`src/rtl/stein_gcd_engine.sv`:
```
// -----------------------------------------------------------------------------
// stein_gcd_engine
//
// Binary-GCD (Stein) coprocessor. It accepts two WIDTH-bit unsigned operands
// over a valid/ready input channel and performs one shift or subtract step per
// clock. The result is returned over a valid/ready output channel and is held
// while the consumer applies backpressure. Only one job is in flight at a time.
//
// Flow: IDLE -> STRIP (remove common factors of two, counting them in k)
//            -> ODD_A (make a odd) -> REDUCE (shift/subtract until b == 0)
//            -> FINISH (restore 2^k) -> DONE (present result) -> IDLE.
//       If either operand is zero, the engine skips straight from IDLE to DONE.
//
// Optional build macro:
//   GCD_CYCLE_COUNT_EN  adds the out_cycles[15:0] port. It reports the number
//                       of STRIP/ODD_A/REDUCE/FINISH cycles for the job and
//                       saturates at 16'hFFFF.
//
// Ports:
//   clk        system clock, rising edge
//   rst        asynchronous, active-low reset
//   in_valid   operand pair valid
//   in_ready   engine can accept operands (IDLE only)
//   in_a       operand A, unsigned
//   in_b       operand B, unsigned
//   out_valid  result valid (DONE only)
//   out_ready  consumer accepts the result
//   out_gcd    GCD result, registered
//   busy       computation in progress (not IDLE and not DONE)
//   out_cycles (GCD_CYCLE_COUNT_EN only) step count for the current result
// -----------------------------------------------------------------------------
module stein_gcd_engine #(
   parameter  int WIDTH = 32,
   localparam int KW    = $clog2(WIDTH) + 1
) (
   input  logic             clk,
   input  logic             rst,
   input  logic             in_valid,
   output logic             in_ready,
   input  logic [WIDTH-1:0] in_a,
   input  logic [WIDTH-1:0] in_b,
   output logic             out_valid,
   input  logic             out_ready,
   output logic [WIDTH-1:0] out_gcd,
   output logic             busy
`ifdef GCD_CYCLE_COUNT_EN
   ,
   output logic [15:0]      out_cycles
`endif
);

   typedef enum logic [2:0] {
      S_IDLE,
      S_STRIP,
      S_ODD_A,
      S_REDUCE,
      S_FINISH,
      S_DONE
   } state_t;

   state_t           state, state_d;
   logic [WIDTH-1:0] a, a_d;
   logic [WIDTH-1:0] b, b_d;
   logic [KW-1:0]    k, k_d;
   logic [WIDTH-1:0] gcd_d;
   logic             accept;

   assign in_ready  = (state == S_IDLE);
   assign out_valid = (state == S_DONE);
   assign busy      = (state != S_IDLE) && (state != S_DONE);
   assign accept    = in_valid && in_ready;

   // Next-state and datapath. Every step of the algorithm is a single
   // register update, so the whole step is computed here and committed below.
   // NOTE: every signal gets a default before the case statement; without it,
   // branches that leave a signal unassigned would infer a latch.
   always_comb begin
      state_d = state;
      a_d     = a;
      b_d     = b;
      k_d     = k;
      gcd_d   = out_gcd;

      case (state)
         S_IDLE: begin
            if (accept) begin
               a_d = in_a;
               b_d = in_b;
               k_d = '0;
               // gcd(0, x) = x and gcd(x, 0) = x; gcd(0, 0) falls out as 0.
               if (in_a == '0) begin
                  gcd_d   = in_b;
                  state_d = S_DONE;
               end else if (in_b == '0) begin
                  gcd_d   = in_a;
                  state_d = S_DONE;
               end else begin
                  state_d = S_STRIP;
               end
            end
         end

         S_STRIP: begin
            // Both even: the factor of two is common, so remember it in k.
            if (!a[0] && !b[0]) begin
               a_d = a >> 1;
               b_d = b >> 1;
               k_d = k + 1'b1;
            end else begin
               state_d = S_ODD_A;
            end
         end

         S_ODD_A: begin
            // b is odd here (or a already was), so factors of two in a alone
            // are not part of the GCD.
            if (!a[0]) begin
               a_d = a >> 1;
            end else begin
               state_d = S_REDUCE;
            end
         end

         S_REDUCE: begin
            // a stays odd throughout. The swap keeps a <= b, so the
            // subtraction below never underflows.
            if (b == '0) begin
               state_d = S_FINISH;
            end else if (!b[0]) begin
               b_d = b >> 1;
            end else if (a > b) begin
               a_d = b;
               b_d = a - b;
            end else begin
               b_d = b - a;
            end
         end

         S_FINISH: begin
            // k <= WIDTH-1 and the odd part fits the operands, so no bits
            // are lost in the shift.
            gcd_d   = a << k;
            state_d = S_DONE;
         end

         S_DONE: begin
            if (out_ready) begin
               state_d = S_IDLE;
            end
         end

         default: begin
            state_d = S_IDLE;
         end
      endcase
   end

   // NOTE: sequential state uses non-blocking assignments so that every
   // register samples the pre-edge values, independent of statement order.
   always_ff @(posedge clk or negedge rst) begin
      if (!rst) begin
         state   <= S_IDLE;
         a       <= '0;
         b       <= '0;
         k       <= '0;
         out_gcd <= '0;
      end else begin
         state   <= state_d;
         a       <= a_d;
         b       <= b_d;
         k       <= k_d;
         out_gcd <= gcd_d;
      end
   end

`ifdef GCD_CYCLE_COUNT_EN
   logic [15:0] cycles_d;

   // Cleared on accept, so zero-operand shortcuts report 0. Counts only the
   // working states and stops at all-ones instead of wrapping.
   always_comb begin
      cycles_d = out_cycles;
      if (accept) begin
         cycles_d = '0;
      end else if ((state == S_STRIP || state == S_ODD_A ||
                    state == S_REDUCE || state == S_FINISH) &&
                   (out_cycles != 16'hFFFF)) begin
         cycles_d = out_cycles + 16'd1;
      end
   end

   always_ff @(posedge clk or negedge rst) begin
      if (!rst) begin
         out_cycles <= '0;
      end else begin
         out_cycles <= cycles_d;
      end
   end
`endif

endmodule
```
`config.mk`:
```
export PLATFORM = sky130hd
export DESIGN_NAME = stein_gcd_engine
export DESIGN_NICKNAME = d
export VERILOG_FILES = /design/src/rtl/stein_gcd_engine.sv
export SDC_FILE = /design/constraint.sdc
export NUM_CORES = 1
export LEC_CHECK = 0
export BUFFER_PORTS_ARGS = -buffer_cell sky130_fd_sc_hd__buf_2
export CORE_MARGIN = 2
export CORE_UTILIZATION = 35
export CTS_CLUSTER_SIZE = 25
export DETAILED_ROUTE_END_ITERATION = 7
export SETUP_SLACK_MARGIN = 0.05
export SYNTH_ARGS = -nofsm -noshare
export SYNTH_HDL_FRONTEND = slang
export SYNTH_SLANG_ARGS = --single-unit
```
`constraint.sdc`:
```
create_clock -name clk -period 5.15 [get_ports clk]
set_clock_uncertainty 0.2 [all_clocks]
set_input_delay 1.03 -clock clk [delete_from_list [all_inputs] [get_ports clk]]
set_output_delay 1.03 -clock clk [all_outputs]
set_load 0.02 [all_outputs]
```
==> run_results.csv, run 1 <==
group,metric,value,unit
detailed_routing,viasPerCell,6.33,
clocking,ctsResizeCount,0,
die,io_pins,103,
die,start_util,0.356,
timing,finalHoldViolations,0,
logic_synthesis,yosysSeqAreaShare,0.247,
status,status,"finished, violations left",
clocking,cts_made_buffers,9,
setup_path,r2r_slack,920,ps
finish,drive_gt1_frac,0.129,
clocking,htree_levels,3,
setup_path,criticalPathCategory,"reg2reg",
clocking,path_clk_slew,80,ps
detailed_routing,antenna_left,0,
detailed_routing,via_count,11400,
logic_synthesis,ys.flop_type,"dfrtp_1",
timing,worst-slew-pin-transition,1290,ps
timing,slew-limit-headroom,0.140,
logic_synthesis,synthArstFlopShare,1.00,
global_routing,grt_max_degree,64,
logic_synthesis,avgSynthCellArea,7.72,um^2
logic_synthesis,syn-num-nets,1510,
setup_path,crit_chain,"inv_1 -> ha_1 -> nand4_1 -> a21oi_1 -> a21oi_1 -> o211ai_2 -> o21a_1 -> buf_12 -> mux2i_4 -> or4b_1 -> a41oi_1 -> o21bai_1",
detailed_routing,drtPass1Iterations,8,
detailed_routing,wire_per_inst,23.8,um
clocking,cts_root_buf,"clkbuf_16",
setup_path,required,5230,ps
clocking,cts_num_sinks,105,
timing,fin_ws,921,ps
worst_hold_path,min_path_cells,1,
setup_path,r2r-end,"b[3]",
timing,setup_viol,0,
detailed_routing,drc_errors,3,
placed_design,place_ws,1030,ps
finish,diodes,0,
logic_synthesis,synth_area,10600,um^2
finish,final_nets,1549,
setup_path,path_buf_inv,2,
setup_path,cp_slowest_cell,"dfrtp_1",
clocking,cts_tree,"yes",
placed_design,dp_hpwl,33.8,mm
die,die-area,31700,um^2
setup_path,r2r_start,"a[10]",
global_routing,grt_antenna_before_repair,0,
placed_design,gp_congestion,1.03,
placed_design,port_buffers,102,
logic_synthesis,synth_edf_count,0,
clocking,cts_buffer_depth,2,
pwr,finalPower,9.19,mW
logic_synthesis,synth_top_area_frac,0.247,
global_routing,grt_pass1_vias,10700,
logic_synthesis,synth_top_cell_by_area,"dfrtp_1",
clocking,cts_setup_buffers,0,
logic_synthesis,netlist_instances,1375,
pwr,power.density,784,nW/um^2
global_routing,grt_pass1_wl,65.0,mm
setup_path,cp_slowest_stage_delay,530,ps
flow_run,maxCapViolCount,0,
die,fp.coreArea,29800,um^2
detailed_routing,totalWireLength,43.0,mm
setup_path,r2r_cells,12,
timing,setup_tns,0,ps
timing,rsz0062_at_grt,"false",
timing,slew_violations,0,
timing,timing.final.crit_share,0.821,
setup_path,startpoint_type,"flop",
setup_path,critical_path_arrival,4310,ps
logic_synthesis,synthTopCellsByArea,"dfrtp_1, a21oi_1, ha_1, nor2_1, mux2i_1",
worst_hold_path,hold_start,"out_gcd[1]",
setup_path,cp_common_cell,"a21oi_1",
die,die_y,178,um
pwr,p_leak,5.25,nW
logic_synthesis,yosysWarnings,0,
timing,fmax,236,MHz
logic_synthesis,ys_ff_latch,105,
worst_hold_path,hold_path_end,"out_gcd[1]",
setup_path,end_kind,"flop",
global_routing,gr-total-overflow,0,
setup_path,crit_fanout,18,
clocking,holdBufCountCts,0,
setup_path,critPathTopFamily,"compound AO/OA/AOI/OAI gates",
pwr,peakVddDrop,285,uV
status,violations,"DRC",
clocking,insertion_delay,370,ps
detailed_routing,drt_iter0_markers,1928,
die,num_rows,63,
die,dieWidth,178,um
logic_synthesis,synth.distinct_cells,75,
timing,period_needed,4230,ps
finish,area_delta_synth_final,10.4,%
worst_hold_path,hold_class,"reg2reg",
global_routing,grt_usage,0.268,
-- sequential cells by signal, indices dropped and copies added (netlist names) --
name and count:
b 32, k 6, state 3, out_gcd 32, a 32
-- power by group --
group / internal, mW / switching, mW
sequential: 1.10 / 0.636
clock: 0.359 / 0.355
combinational: 2.61 / 4.13
total: 4.07 / 5.12
-- stage by stage --
step	hold slack [ps]	utilization	area, um^2	std cells
finish	304	0.394	11700	1808
detailed placement	279	0.384	11400	1793
CTS	310	0.394	11700	1808
global route	327	0.394	11700	1808
floorplan	290	-	10600	1375
global placement	273	0.384	11400	1793
-- synthesized netlist by cell type (8+ instances only) --
master      n
and2_1     12
inv_1      78
nand3_1    15
o21bai_1   17
o22ai_1    28
and3_1      9
mux4_2     13
buf_2      17
o211ai_1    8
nand2_1   106
dfrtp_1   105
a222oi_1   30
a21oi_1   196
mux2i_1    47
nand4_1    12
xnor2_1    17
xor2_1     10
nor2_1    140
nor2b_1    15
o21a_1     19
o21ai_0    84
a221oi_1   14
a31oi_1    25
o221ai_1   14
a211oi_1   17
nand2b_1   14
a21o_1     32
ha_1       65
o31ai_1     8
nor3_1     17
nor4_1     25
clkbuf_1   70
-- how the worst max path moves through the flow --
| stage | startpoint | to | slack (ps) | cells after the start |
|---|---|---|---|---|
| after floorplan | b[0] | b[30] | 1230 | 16 |
| after CTS | a[10] | a[0] | 990 | 12 |
| after global placement | a[10] | b[30] | 1070 | 11 |
| final | a[10] | b[3] | 920 | 12 |
| after global routing | a[10] | a[6] | 710 | 12 |
| after detailed placement | a[0] | b[30] | 1030 | 13 |
-- kinds of logic after synthesis --
kind of cell	synth area share
compound gates	0.330
simple gates	0.171
buf+inv	0.0692
flops	0.247
fa+ha+maj	0.0804
mux	0.0793
xor+xnor	0.0223
-- worst register-to-register path: cells and delay by family (launching register included) --
kind,cells,cell delay (ps)
buf+inv,2,340
fa+ha+maj,1,510
simple gates,2,760
mux,1,260
compound gates,6,1540
flops,1,530
-- cells in the final DEF (no fill, tap or decap), types with 10 or more instances in the layout --
cell and count:
buf_2 101, buf_4 28, nand2b_1 14, dfrtp_1 104
o21ai_0 83, o21a_1 19, nor2b_1 15, mux2i_1 47
o221ai_1 14, nand4_1 12, o21bai_1 17, nand2_1 106
xnor2_1 17, nor2_1 138, a222oi_1 30, nand3_1 15
nor3_1 16, a221oi_1 14, inv_1 78, nor4_1 25
xor2_1 10, and2_1 12, a31oi_1 25, mux4_2 13
a211oi_1 17, a21oi_1 195, o22ai_1 28, ha_1 65
a21o_1 32
-- area by class of cell --
cell class / instances / area (um^2)
well taps: 390 / 488
clock buffers: 11 / 253
multi-input cells: 1090 / 7290
flip-flops and latches: 105 / 2630
inverters: 78 / 293
fillers: 3094 / 18100
repair buffers: 130 / 736
clock inverters: 4 / 36.3
-- routing by layer --
metal	vias to the layer above	GRT usage	part of all wire
li1	5196	-	-
met1	5437	0.370	0.42
met2	714	0.411	0.44
met3	95	0.0725	0.11
met4	0	0.0783	0.030
met5	-	0	0
(Power assumes the default switching activity.)
==> inputs of run 2 (changes only) <==
==> constraint.sdc (replaced) <==
create_clock -name clk -period 4.4 [get_ports clk]
set_clock_uncertainty 0.2 [all_clocks]
set_input_delay 0.88 -clock clk [delete_from_list [all_inputs] [get_ports clk]]
set_output_delay 0.88 -clock clk [all_outputs]
set_load 0.02 [all_outputs]
==> run 2 against run 1 <==
The flow now finishes without violations; total power rose by 22%; first-iteration DRC count shrank 9.1%; global-route usage is 0.72 points higher; sequential power rose by 11%; critical endpoint is now b[29]; flip-flop and latch count unchanged; die area stayed put; via count grew 1.8%; critical path depth is the same; design area increased by 2.4%; cell count is 1.7% higher; hold slack worse by 12 ps; register-to-register slack got worse by 670 ps.
==> run_results.csv, run 2 (same netlist as run 1, synthesis figures left out) <==
group,metric,value,unit
setup_path,criticalPathCategory,"reg2reg",
clocking,cts_made_buffers,9,
finish,area_delta_synth_final,13.1,%
detailed_routing,drtPass1Iterations,7,
timing,holdWs,292,ps
clocking,cts_tree,"yes",
pwr,combPwrFrac,0.748,
detailed_routing,met3_length,4.98,mm
die,die-area,31700,um^2
finish,final_nets,1579,
timing,rsz0062_at_grt,"false",
global_routing,grt_antenna_before_repair,0,
setup_path,r2r_slack,250,ps
pwr,power.density,931,nW/um^2
placed_design,gp_congestion,1.00,
timing,finalHoldViolations,0,
placed_design,place_ws,201,ps
pwr,p_seq_frac,0.173,
pwr,swShare,0.550,
flow_run,maxCapViolCount,0,
setup_path,required,4480,ps
setup_path,cp_common_cell,"o41ai_1",
die,dieWidth,178,um
placed_design,dp.cells,1819,
pwr,peakVddDrop,370,uV
global_routing,grt_max_degree,106,
detailed_routing,totalWireLength,44.4,mm
placed_design,port_buffers,102,
clocking,cts_root_buf,"clkbuf_16",
timing,worst-slew-pin-transition,1150,ps
detailed_routing,wl_met1,18.8,mm
pwr,finalPower,11.2,mW
setup_path,path_buf_inv,1,
setup_path,r2r_start,"a[1]",
finish,top_regs,"a: 32 flops, b: 32 flops, out_gcd: 32 flops",
finish,fin_util,0.403,
worst_hold_path,hold_path_end,"out_gcd[12]",
die,die_y,178,um
detailed_routing,wl_met2,19.1,mm
worst_hold_path,hold_start,"out_gcd[12]",
pwr,p_leak,5.40,nW
detailed_routing,antenna_left,0,
setup_path,end_kind,"flop",
placed_design,dp_hpwl,34.4,mm
setup_path,startpoint_type,"flop",
timing,slew_violations,0,
global_routing,grt_pass1_vias,10800,
worst_hold_path,hold_class,"reg2reg",
global_routing,gr-total-overflow,0,
setup_path,crit_chain,"inv_1 -> ha_1 -> nor2b_1 -> o21a_1 -> o21ai_1 -> a31oi_1 -> a21oi_1 -> a221o_1 -> o41ai_1 -> o41ai_1 -> mux2_1 -> a211oi_1",
timing,slew-limit-headroom,0.232,
placed_design,placed_area,11600,um^2
detailed_routing,drt_iter0_markers,1752,
finish,stdcell_count,1839,
setup_path,r2r-end,"b[29]",
pwr,p_sw,6.14,mW
detailed_routing,via_count,11600,
finish,drive_gt1_frac,0.150,
finish,mostFrequentLayoutCell,"a21oi_1",
status,status,"complete, no violations",
die,start_util,0.356,
clocking,htree_levels,3,
setup_path,cp_slowest_cell,"a31oi_1",
timing,timing.final.crit_share,0.944,
global_routing,grt_usage,0.276,
setup_path,crit_fanout,7,
global_routing,grt_pass1_wl,66.1,mm
timing,period_needed,4150,ps
pwr,p_clk_frac,0.080,
finish,layout_common_cells,"a21oi_1, nor2_1, nand2_1, dfrtp_1, buf_2",
die,fp.coreArea,29800,um^2
timing,fin_ws,246,ps
detailed_routing,viasPerCell,6.33,
clocking,cts_num_sinks,105,
worst_hold_path,min_path_cells,1,
clocking,path_clk_slew,80,ps
die,io_pins,103,
setup_path,critPathTopFamily,"compound AO/OA/AOI/OAI gates",
detailed_routing,wire_per_inst,24.1,um
setup_path,critical_path_arrival,4230,ps
finish,diodes,0,
detailed_routing,drc_errors,0,
pwr,intPower,5.03,mW
setup_path,r2r_cells,12,
detailed_routing,routed.top_layer,"met4",
setup_path,cp_slowest_stage_delay,590,ps
finish,fin_area,12000,um^2
clocking,cts_buffer_depth,2,
timing,setup_viol,0,
clocking,insertion_delay,370,ps
die,num_rows,63,
timing,setup_tns,0,ps
timing,fmax,241,MHz
## run 2: changes by cell type in the layout (fill, tap and decap cells not counted), sizes merged
| cell | previous run | this run |
|---|---|---|
| clkinv | 1 | 2 |
| clkbuf | 11 | 10 |
| bufinv | 0 | 1 |
| buf | 130 | 159 |
| nor4 | 27 | 28 |
## run 2: what timing repair did
action | CTS | global route
hold endpoints to repair | 0 | 0
hold buffers | 0 | 0
setup endpoints to repair | 0 | 29
gates resized for setup | 0 | 4
buffers inserted | 0 | 3
## run 2: worst max-delay path by stage
| stage | startpoint | end | slack, ps | cells past startpoint |
|---|---|---|---|---|
| floorplan | b[0] | b[30] | 480 | 16 |
| global placement | b[1] | b[30] | 240 | 12 |
| detailed placement | a[3] | a[14] | 200 | 12 |
| CTS | a[3] | a[14] | 150 | 12 |
| global route | a[1] | b[29] | 80 | 12 |
| finish | a[1] | b[29] | 250 | 12 |
## run 2: power groups by stage
stage	clock network, mW	logic (mW)	registers, mW
3_5_place_dp	0	8.02	1.92
5_1_grt	0.931	9.02	1.97
3_3_place_gp	0	8.05	1.91
2_1_floorplan	0	5.76	1.66
6_report	0.890	8.35	1.93
4_1_cts	0.896	8.08	1.90
## run 2: layout make-up
cell class / instances / area [um^2]
clock buffer: 10 / 239
clock inverter: 6 / 75.1
fill: 3128 / 17800
inverter: 78 / 293
multi-input combinational: 1091 / 7320
sequential: 105 / 2630
tap: 390 / 488
timing repair buffer: 159 / 966
## run 2: worst register-to-register path, cell delays in order (launching register included)
cell and delay [ps]:
dfrtp_1 520, inv_1 140, ha_1 330, nor2b_1 170
o21a_1 140, o21ai_1 100, a31oi_1 590, a21oi_1 290
a221o_1 470, o41ai_1 380, o41ai_1 170, mux2_1 350
a211oi_1 230
## run 2: metal layers
metal | global-route usage | up-vias
met5 | 0 | -
met4 | 0.0935 | 0
met3 | 0.0673 | 92
met2 | 0.414 | 721
met1 | 0.385 | 5567
li1 | - | 5263
